### src/rtl/cube_layer_scanner_if.sv
// Frame handshake and column/layer drive bundle for the LED cube scanner.
// Ports: frame_data/frame_valid/frame_ready carry one whole frame from upstream;
//        sr_data/sr_clk/sr_latch/oe_n drive the column shift chain, layer_en the layer transistors.
// slave modport = scanner side, master modport = upstream/driver side.
interface cube_layer_scanner_if #(
  parameter int N = 8
);
  logic [N*N*N-1:0] frame_data;
  logic             frame_valid;
  logic             frame_ready;
  logic             sr_data;
  logic             sr_clk;
  logic             sr_latch;
  logic [N-1:0]     layer_en;
  logic             oe_n;

  modport slave (
    input  frame_data, frame_valid,
    output frame_ready, sr_data, sr_clk, sr_latch, layer_en, oe_n
  );

  modport master (
    output frame_data, frame_valid,
    input  frame_ready, sr_data, sr_clk, sr_latch, layer_en, oe_n
  );
endinterface

### src/rtl/cube_layer_scanner.sv
// Captures one cube frame and scans it layer by layer: shift N*N column bits, latch, dwell.
// Latency: handshake to first sr_clk rise is 1+SCLK_DIV cycles; frame period N*layer_period+1.
// Backpressure: frame_ready only in IDLE/FETCH, so new frames swap in at whole-frame boundaries.
// Ports: CLOCK_50, rst_n (synchronous, active-low), bus (cube_layer_scanner_if.slave).
// Option: define CUBE_SCAN_BLANK_EN to blank layers and columns outside DWELL.
module cube_layer_scanner #(
  parameter int N        = 8,
  parameter int SCLK_DIV = 2,
  parameter int DWELL    = 5000
) (
  input  logic                  CLOCK_50,
  input  logic                  rst_n,
  cube_layer_scanner_if.slave   bus
);

  localparam int NN      = N * N;
  localparam int NBITS   = N * N * N;
  localparam int SHIFT_C = 2 * SCLK_DIV * NN;
  localparam int CNT_MAX = (DWELL > SHIFT_C) ? DWELL : SHIFT_C;
  localparam int CW      = $clog2(CNT_MAX + 1);
  localparam int BW      = (NN > 1) ? $clog2(NN) : 1;
  localparam int LW      = (N > 1) ? $clog2(N) : 1;

  typedef enum logic [2:0] {
    S_IDLE,
    S_FETCH,
    S_SHIFT,
    S_LATCH,
    S_DWELL
  } state_t;

  state_t             state_q, state_d;
  logic [CW-1:0]      cnt_q, cnt_d;       // cycle counter within the current bit / latch / dwell
  logic [BW-1:0]      bit_q, bit_d;       // column bit being shifted, counts down
  logic [LW-1:0]      layer_q, layer_d;
  logic [NBITS-1:0]   frame_q, frame_d;
  logic [N-1:0]       en_q, en_d;         // layer most recently latched
  logic               lit_q, lit_d;       // a layer has been latched since reset

  logic [NN-1:0]      layer_bits;
  logic [N-1:0]       layer_onehot;

  assign layer_bits = frame_q[layer_q*NN +: NN];

  always_comb begin
    layer_onehot          = '0;
    layer_onehot[layer_q] = 1'b1;
  end

  always_ff @(posedge CLOCK_50) begin
    if (!rst_n) begin
      state_q <= S_IDLE;
      cnt_q   <= '0;
      bit_q   <= '0;
      layer_q <= '0;
      frame_q <= '0;
      en_q    <= '0;
      lit_q   <= 1'b0;
    end else begin
      state_q <= state_d;
      cnt_q   <= cnt_d;
      bit_q   <= bit_d;
      layer_q <= layer_d;
      frame_q <= frame_d;
      en_q    <= en_d;
      lit_q   <= lit_d;
    end
  end

  always_comb begin
    state_d = state_q;
    cnt_d   = cnt_q;
    bit_d   = bit_q;
    layer_d = layer_q;
    frame_d = frame_q;
    en_d    = en_q;
    lit_d   = lit_q;
    case (state_q)
      S_IDLE: begin
        if (bus.frame_valid) begin
          frame_d = bus.frame_data;
          layer_d = '0;
          cnt_d   = '0;
          bit_d   = BW'(NN - 1);
          state_d = S_SHIFT;
        end
      end
      S_FETCH: begin
        // Without a pending frame the old one simply repeats.
        if (bus.frame_valid) begin
          frame_d = bus.frame_data;
        end
        cnt_d   = '0;
        bit_d   = BW'(NN - 1);
        state_d = S_SHIFT;
      end
      S_SHIFT: begin
        // Low half of each bit period is cnt < SCLK_DIV, high half the rest.
        if (cnt_q == CW'(2 * SCLK_DIV - 1)) begin
          cnt_d = '0;
          if (bit_q == '0) begin
            state_d = S_LATCH;
          end else begin
            bit_d = bit_q - BW'(1);
          end
        end else begin
          cnt_d = cnt_q + CW'(1);
        end
      end
      S_LATCH: begin
        if (cnt_q == CW'(SCLK_DIV - 1)) begin
          cnt_d   = '0;
          en_d    = layer_onehot;
          lit_d   = 1'b1;
          state_d = S_DWELL;
        end else begin
          cnt_d = cnt_q + CW'(1);
        end
      end
      S_DWELL: begin
        if (cnt_q == CW'(DWELL - 1)) begin
          cnt_d = '0;
          bit_d = BW'(NN - 1);
          if (layer_q == LW'(N - 1)) begin
            layer_d = '0;
            state_d = S_FETCH;
          end else begin
            layer_d = layer_q + LW'(1);
            state_d = S_SHIFT;
          end
        end else begin
          cnt_d = cnt_q + CW'(1);
        end
      end
      default: state_d = S_IDLE;
    endcase
  end

  // Gated by rst_n so the scanner never advertises ready while held in reset.
  assign bus.frame_ready = rst_n && ((state_q == S_IDLE) || (state_q == S_FETCH));
  assign bus.sr_data     = (state_q == S_SHIFT) && layer_bits[bit_q];
  assign bus.sr_clk      = (state_q == S_SHIFT) && (cnt_q >= CW'(SCLK_DIV));
  assign bus.sr_latch    = (state_q == S_LATCH);

`ifdef CUBE_SCAN_BLANK_EN
  assign bus.layer_en = (state_q == S_DWELL) ? en_q : '0;
  assign bus.oe_n     = !((state_q == S_DWELL) && lit_q);
`else
  // Previous layer keeps glowing while the next one shifts in.
  assign bus.layer_en = en_q;
  assign bus.oe_n     = !lit_q;
`endif

endmodule

### src/flat_wrapper.sv
// flat-port wrapper written by rule: the top's interface ports become plain ports
module cube_layer_scanner_flat 
#(
  parameter int N        = 8,
  parameter int SCLK_DIV = 2,
  parameter int DWELL    = 5000
)
  (CLOCK_50, rst_n, bus_frame_data, bus_frame_valid, bus_frame_ready, bus_sr_data, bus_sr_clk, bus_sr_latch, bus_layer_en, bus_oe_n);
  cube_layer_scanner_if #(.N(N)) bus_i ();
  input  logic CLOCK_50;
  input  logic rst_n;
  input wire logic [$bits(bus_i.frame_data)-1:0] bus_frame_data;
  input wire logic [$bits(bus_i.frame_valid)-1:0] bus_frame_valid;
  output wire logic [$bits(bus_i.frame_ready)-1:0] bus_frame_ready;
  output wire logic [$bits(bus_i.sr_data)-1:0] bus_sr_data;
  output wire logic [$bits(bus_i.sr_clk)-1:0] bus_sr_clk;
  output wire logic [$bits(bus_i.sr_latch)-1:0] bus_sr_latch;
  output wire logic [$bits(bus_i.layer_en)-1:0] bus_layer_en;
  output wire logic [$bits(bus_i.oe_n)-1:0] bus_oe_n;
  assign bus_i.frame_data = bus_frame_data;
  assign bus_i.frame_valid = bus_frame_valid;
  assign bus_frame_ready = bus_i.frame_ready;
  assign bus_sr_data = bus_i.sr_data;
  assign bus_sr_clk = bus_i.sr_clk;
  assign bus_sr_latch = bus_i.sr_latch;
  assign bus_layer_en = bus_i.layer_en;
  assign bus_oe_n = bus_i.oe_n;
  cube_layer_scanner #(.N(N), .SCLK_DIV(SCLK_DIV), .DWELL(DWELL)) u_core (.CLOCK_50(CLOCK_50), .rst_n(rst_n), .bus(bus_i));
endmodule
### config.mk
export PLATFORM = sky130hd
export DESIGN_NAME = cube_layer_scanner_flat
export DESIGN_NICKNAME = d
export VERILOG_FILES = /design/src/rtl/cube_layer_scanner_if.sv /design/src/rtl/cube_layer_scanner.sv /design/src/flat_wrapper.sv
export SDC_FILE = /design/constraint.sdc
export NUM_CORES = 1
export LEC_CHECK = 0
export CORE_MARGIN = 3
export CORE_UTILIZATION = 43
export CTS_CLUSTER_DIAMETER = 30
export DETAILED_ROUTE_END_ITERATION = 8
export PLACE_DENSITY = 0.72
export RECOVER_POWER = 100
export SYNTH_ARGS = -nofsm -noshare
export SYNTH_HDL_FRONTEND = slang
export SYNTH_SLANG_ARGS = --single-unit
### constraint.sdc
create_clock -name CLOCK_50 -period 2.8 [get_ports CLOCK_50]
set_clock_uncertainty 0.2 [all_clocks]
set_input_delay 0.56 -clock CLOCK_50 [delete_from_list [all_inputs] [get_ports CLOCK_50]]
set_output_delay 0.56 -clock CLOCK_50 [all_outputs]
set_load 0.005 [all_outputs]
**Yosys cells after proc, flatten, opt, wreduce, memory -nomap -nowiden**

Index checks and enable logic that the tools add are counted.

- Register bits after elaboration: 546
- Bits of input ports: 515
- Output and inout bits: 13
- Logic and storage cells: 72

- Add/subtract/negate cells: 3
- Magnitude comparators: 4
- Equality and inequality tests: 14
- Shift-type cells: 1
- Multiplexer cells: 25
- Reduce and logical (&&, ||, !) cells: 18

Operators with widths:

| operator | number |
|---|---|
| indexed part select 512 x 10 -> 64 bit | 1 |
| one-hot mux 13 bit (5 select lines) | 1 |
| two-way mux 13 bit | 4 |
| two-way mux 3 bit | 8 |
| two-way mux 6 bit | 4 |
| one-hot mux 6 bit (4 select lines) | 1 |
| one-hot mux 3 bit (5 select lines) | 1 |
| adder 13 x 1 -> 13 bit (second input constant) | 1 |
| == test 13 x 1 -> 1 bit (second input constant) | 1 |
| == test 13 bit (second input constant) | 1 |
| == test 13 x 2 -> 1 bit (second input constant) | 1 |
| greater-or-equal comparator 13 x 2 -> 1 bit (second input constant) | 1 |
| AND reduction 5 bit | 2 |
| != test 2 x 1 -> 1 bit (second input constant) | 4 |
| less-than comparator 6 x 7 -> 1 bit (second input constant) | 1 |
| binary-select mux 1 bit (select 6 bit) | 1 |
| == test 3 x 2 -> 1 bit (second input constant) | 2 |
| == test 3 bit (second input constant) | 2 |
| zero test 6 bit | 1 |
| one-hot mux 3 bit (2 select lines) | 1 |
| AND reduction 2 bit | 3 |
| subtractor 6 x 1 -> 6 bit (second input constant) | 1 |
| nonzero test 5 bit | 1 |
| logical AND 1 bit | 4 |
| 15 further kinds | 17 |

**Depth between registers and ports, before layout**

- Word-level depth: 4
- Mapped depth: 12
- Mapped depth without buffers: 8

**Least setup slack after synthesis**

Ideal clock, no wire load.

- Path kind: flip-flop to output port
- From: register u_core.layer_q[0]
- To: output bus_sr_data
- Arrival: 2.020 ns
- Data required time: 2.040 ns
- Slack: 0.020 ns
- Cell stages (with the launch flop): 12
- Path buffers: 3
- Cell sequence: dfxtp_1 buf_6 buf_6 buf_6 mux2_4 a222oi_1 nand2_1 o21ai_1 nand2_1 a32o_1 o211ai_2 a41oi_2

- Word-level cells in the longest chain between the ends: 4

RTL lines:

| element | line | RTL |
|---|---|---|
| from (decl) | cube_layer_scanner.sv:35 | `logic [LW-1:0] layer_q, layer_d;` |
| from (signal assigned) | cube_layer_scanner.sv:63 | `layer_q <= layer_d;` |
| indexed part select 512 x 10 -> 64 bit | cube_layer_scanner.sv:43 | `assign layer_bits = frame_q[layer_q*NN +: NN];` |
| binary-select mux 1 bit (select 6 bit) | cube_layer_scanner.sv:141 | `assign bus.sr_data = (state_q == S_SHIFT) && layer_bits[bit_q];` |
| two-way mux 1 bit (implied by the code) | cube_layer_scanner.sv:141 |  |
| logical AND 1 bit | cube_layer_scanner.sv:141 |  |
| to (decl) | flat_wrapper.sv:15 | `output wire logic [$bits(bus_i.sr_data)-1:0] bus_sr_data;` |

Every way passes these cells. The select of a mux whose other input is x is not followed.

**Worst setup path after layout**

- From: register u_core.layer_q[1]
- To: output bus_sr_data

The elaborated chain is that of the path after synthesis.

==> metrics.cfg <==
[min_path]
hold_path_class = reg2reg
min_path_cells = 2
hold_start = u_core.frame_q[110]
min_to = u_core.frame_q[110]

[floorplan]
fp.dieW_um = 242
start_util = 0.440
fp.coreArea_um2 = 54500
io_pins = 528
die_y_um = 242
dieArea_um2 = 58500
rows = 85

[placement]
dp_hpwl_mm = 65.7
dpl_worst_slack_ns = -0.934
io_buffers = 527
gp_congestion = 0.920

[yosys]
synth_edf_count = 0
synth_top_area_frac = 0.457
synth_area_leaders = dfxtp_1 (46%), nand2_1 (17%), a21oi_1 (12%)
ys.flop_type = dfxtp_1
synth-seq-cells = 546
yosys-top-cells-count = nand2_1 (1088), a21oi_1 (562), dfxtp_1 (546), clkbuf_1 (178), nor2_1 (75)
synth_most_common_cell = nand2_1
yosysTopAreaCell = dfxtp_1
synth_cell_type_count = 92
synthCells = 3023
async_flop_share = 0
synth_fp_nets = 3545
yosysSeqAreaShare = 0.457
syn_area_um2 = 23900
ys_warn_count = 0
syn_area_per_cell_um2 = 7.92

[critical_path]
cp_num_buf_inv = 4
cpPeakStageDelay_ns = 0.45
path_max_fanout = 7
path_depth = 12
crit_family = compound AO/OA/AOI/OAI gates
r2r_start = u_core.state_q[2]
worstSetupStartpointType = register
cp.arrival_ns = 3.17
r2r-end = u_core.frame_q[203]
crit_type = reg2out
cpMostUsedCell = buf_4
r2r_setup_slack_ns = -0.23
slowest_stage = dfxtp_4
crit_chain = buf_6 -> buf_4 -> nor2_4 -> buf_4 -> a22o_1 -> a221o_1 -> o21ai_1 -> a2bb2oi_2 -> a31oi_4 -> o211ai_2 -> a41oi_2 -> buf_2
crit_path_end_kind = primary output
reg2reg_depth = 7
cp.required_ns = 2.04

[power_and_ir_drop]
ir_worst_vdd_mv = 0.600
power_mw = 25.5
leakage_nw = 13.3
power_density_nw_per_um2 = 721

[timing]
whs_ns = 0.248
fmax_mhz = 254
rsz0062_at_grt = yes
final_hold_viol_count = 0
period_needed_ns = 3.93
min_period_over_period = 1.40
maxSlewViolCount = 0
tightest_slew_ns = 1.15
slew_headroom = 0.232
setup_violations = 186
finalWorstSetupSlack_ns = -1.13

[clock_tree]
clock_latency_ns = 0.64
cts_sinks = 546
cts-buffers-inserted = 113
clkTransAtPathRegs_ns = 0.05
cts_tree = yes
clk_path_buf_depth = 3
htree_levels = 3
cts_root_buf = clkbuf_16

[detailed_routing]
vias = 24200
wire_per_inst_um = 20.7
wirelength_mm = 92.3
viasPerCell = 5.43
drc = 0
drt_pre_antenna_iters = 6
antenna_left = 0
detailedRoute.firstIterationViolations = 2292

[global_routing]
overflow = 0
grt_max_degree = 238
track_usage = 0.302
grt_pass1_vias = 24000
grt_pass1_wl_mm = 139
antenna_found_initial = 6

[cells_and_area]
final_util = 0.648
fill_cells = 4540
fin_nets = 4145
drive_above_1_share = 0.144
area_growth_pct = 47.5

[job]
cap_violations = 0

[outcome]
violations = setup timing
status = finished with violations

==> worst register-to-register path, stage by stage (launching register included) <==
cell,delay [ns]
dfxtp_1,0.32
clkbuf_1,0.49
nor2_1,0.17
nand2_1,0.20
clkbuf_2,0.85
clkbuf_2,0.47
nand2_1,0.12
a21oi_1,0.15
==> cells by family after synthesis <==
| group | after synthesis | share of synthesized area |
|---|---|---|
| AO/OA/AOI/OAI | 802 | 0.196 |
| adder cells (fa/ha/maj) | 7 | 0.00366 |
| multiplexers | 141 | 0.0790 |
| buffers and inverters | 268 | 0.0545 |
| flip-flops | 546 | 0.457 |
| AND/OR/NAND/NOR | 1249 | 0.207 |
| XOR/XNOR | 10 | 0.00366 |
==> worst max-delay path by stage <==
stage                                 start          end  slack [ns]
after floorplan           u_core.layer_q[0]  bus_sr_data        0.02
after global placement    u_core.layer_q[0]  bus_sr_data       -0.94
after detailed placement  u_core.layer_q[0]  bus_sr_data       -0.93
after CTS                 u_core.layer_q[0]  bus_sr_data       -1.20
after global routing      u_core.layer_q[0]  bus_sr_data       -1.26
final                     u_core.layer_q[1]  bus_sr_data       -1.13
==> registers in the layout, summed over array words and instances (netlist names) <==
name	count
u_core.frame_q	512
u_core.cnt_q	13
u_core.bus.layer_en	8
u_core.bit_q	6
u_core.layer_q	3
u_core.state_q	3
u_core.lit_q	1
==> final cells by class <==
cell class,count,area [um2],share of cell area
well taps,739,925,0.0262
multi-input cells,2209,11800,0.335
inverters,13,56.3,0.00159
diodes,6,15.0,0.000425
clock buffers,140,3120,0.0884
clock inverters,70,867,0.0246
flip-flops and latches,546,10900,0.310
repair buffers,740,7540,0.213
==> repair_timing <==
action | CTS | global route
hold buffers | 0 | 0
buffers inserted | 10 | 2
endpoints found under the setup margin | 3 | 2
resized for setup | 26 | 25
gates cloned | 2 | 1
pin swaps | 9 | 11
==> power breakdown <==
group	switching (mW)	leakage, nW	total (mW)	internal [mW]
registers	0.334	4.48	8.63	8.30
clock network	4.54	1.93	13.8	9.23
logic	1.58	6.85	3.06	1.48
==> per-layer routing <==
metal,global-route usage,share of wire,vias up
li1,-,-,11600
met1,0.385,0.41,11400
met2,0.502,0.48,1047
met3,0.0700,0.076,179
met4,0.104,0.033,0
met5,0,0,-
==> layout by cell type, fill, tap and decap left out, types with 10 or more instances in the layout <==
cell type,netlist,layout
a31oi_1,14,13
o21ai_1,11,15
a21oi_1,562,563
inv_6,0,13
buf_12,4,45
clkbuf_1,178,12
nor3_1,11,11
o22ai_1,11,11
nor2_1,75,73
clkinv_2,0,16
dfxtp_1,546,542
a22oi_1,30,29
clkbuf_8,0,15
nand3_1,12,12
clkinvlp_4,0,14
bufinv_16,0,14
mux4_2,32,32
buf_4,14,144
nand2_1,1088,1088
clkbuf_16,0,116
clkdlybuf4s50_1,0,515
a221oi_1,32,29
mux2_2,32,33
mux2i_1,64,63
o21ai_0,32,28
inv_1,11,10
==> per-stage QoR <==
| stage | setup TNS, ns | instance area (um2) | std cells |
|---|---|---|---|
| 2_1_floorplan | 0 | 23900 | 3023 |
| 3_3_place_gp | -0.943 | 31000 | 4232 |
| 4_1_cts | -1.20 | 35200 | 4454 |
| 6_report | -11.47 | 35300 | 4463 |
| 5_1_grt | -82.61 | 35300 | 4463 |
| 3_5_place_dp | -0.934 | 31000 | 4232 |
Power figures use the tool's default switching activity.
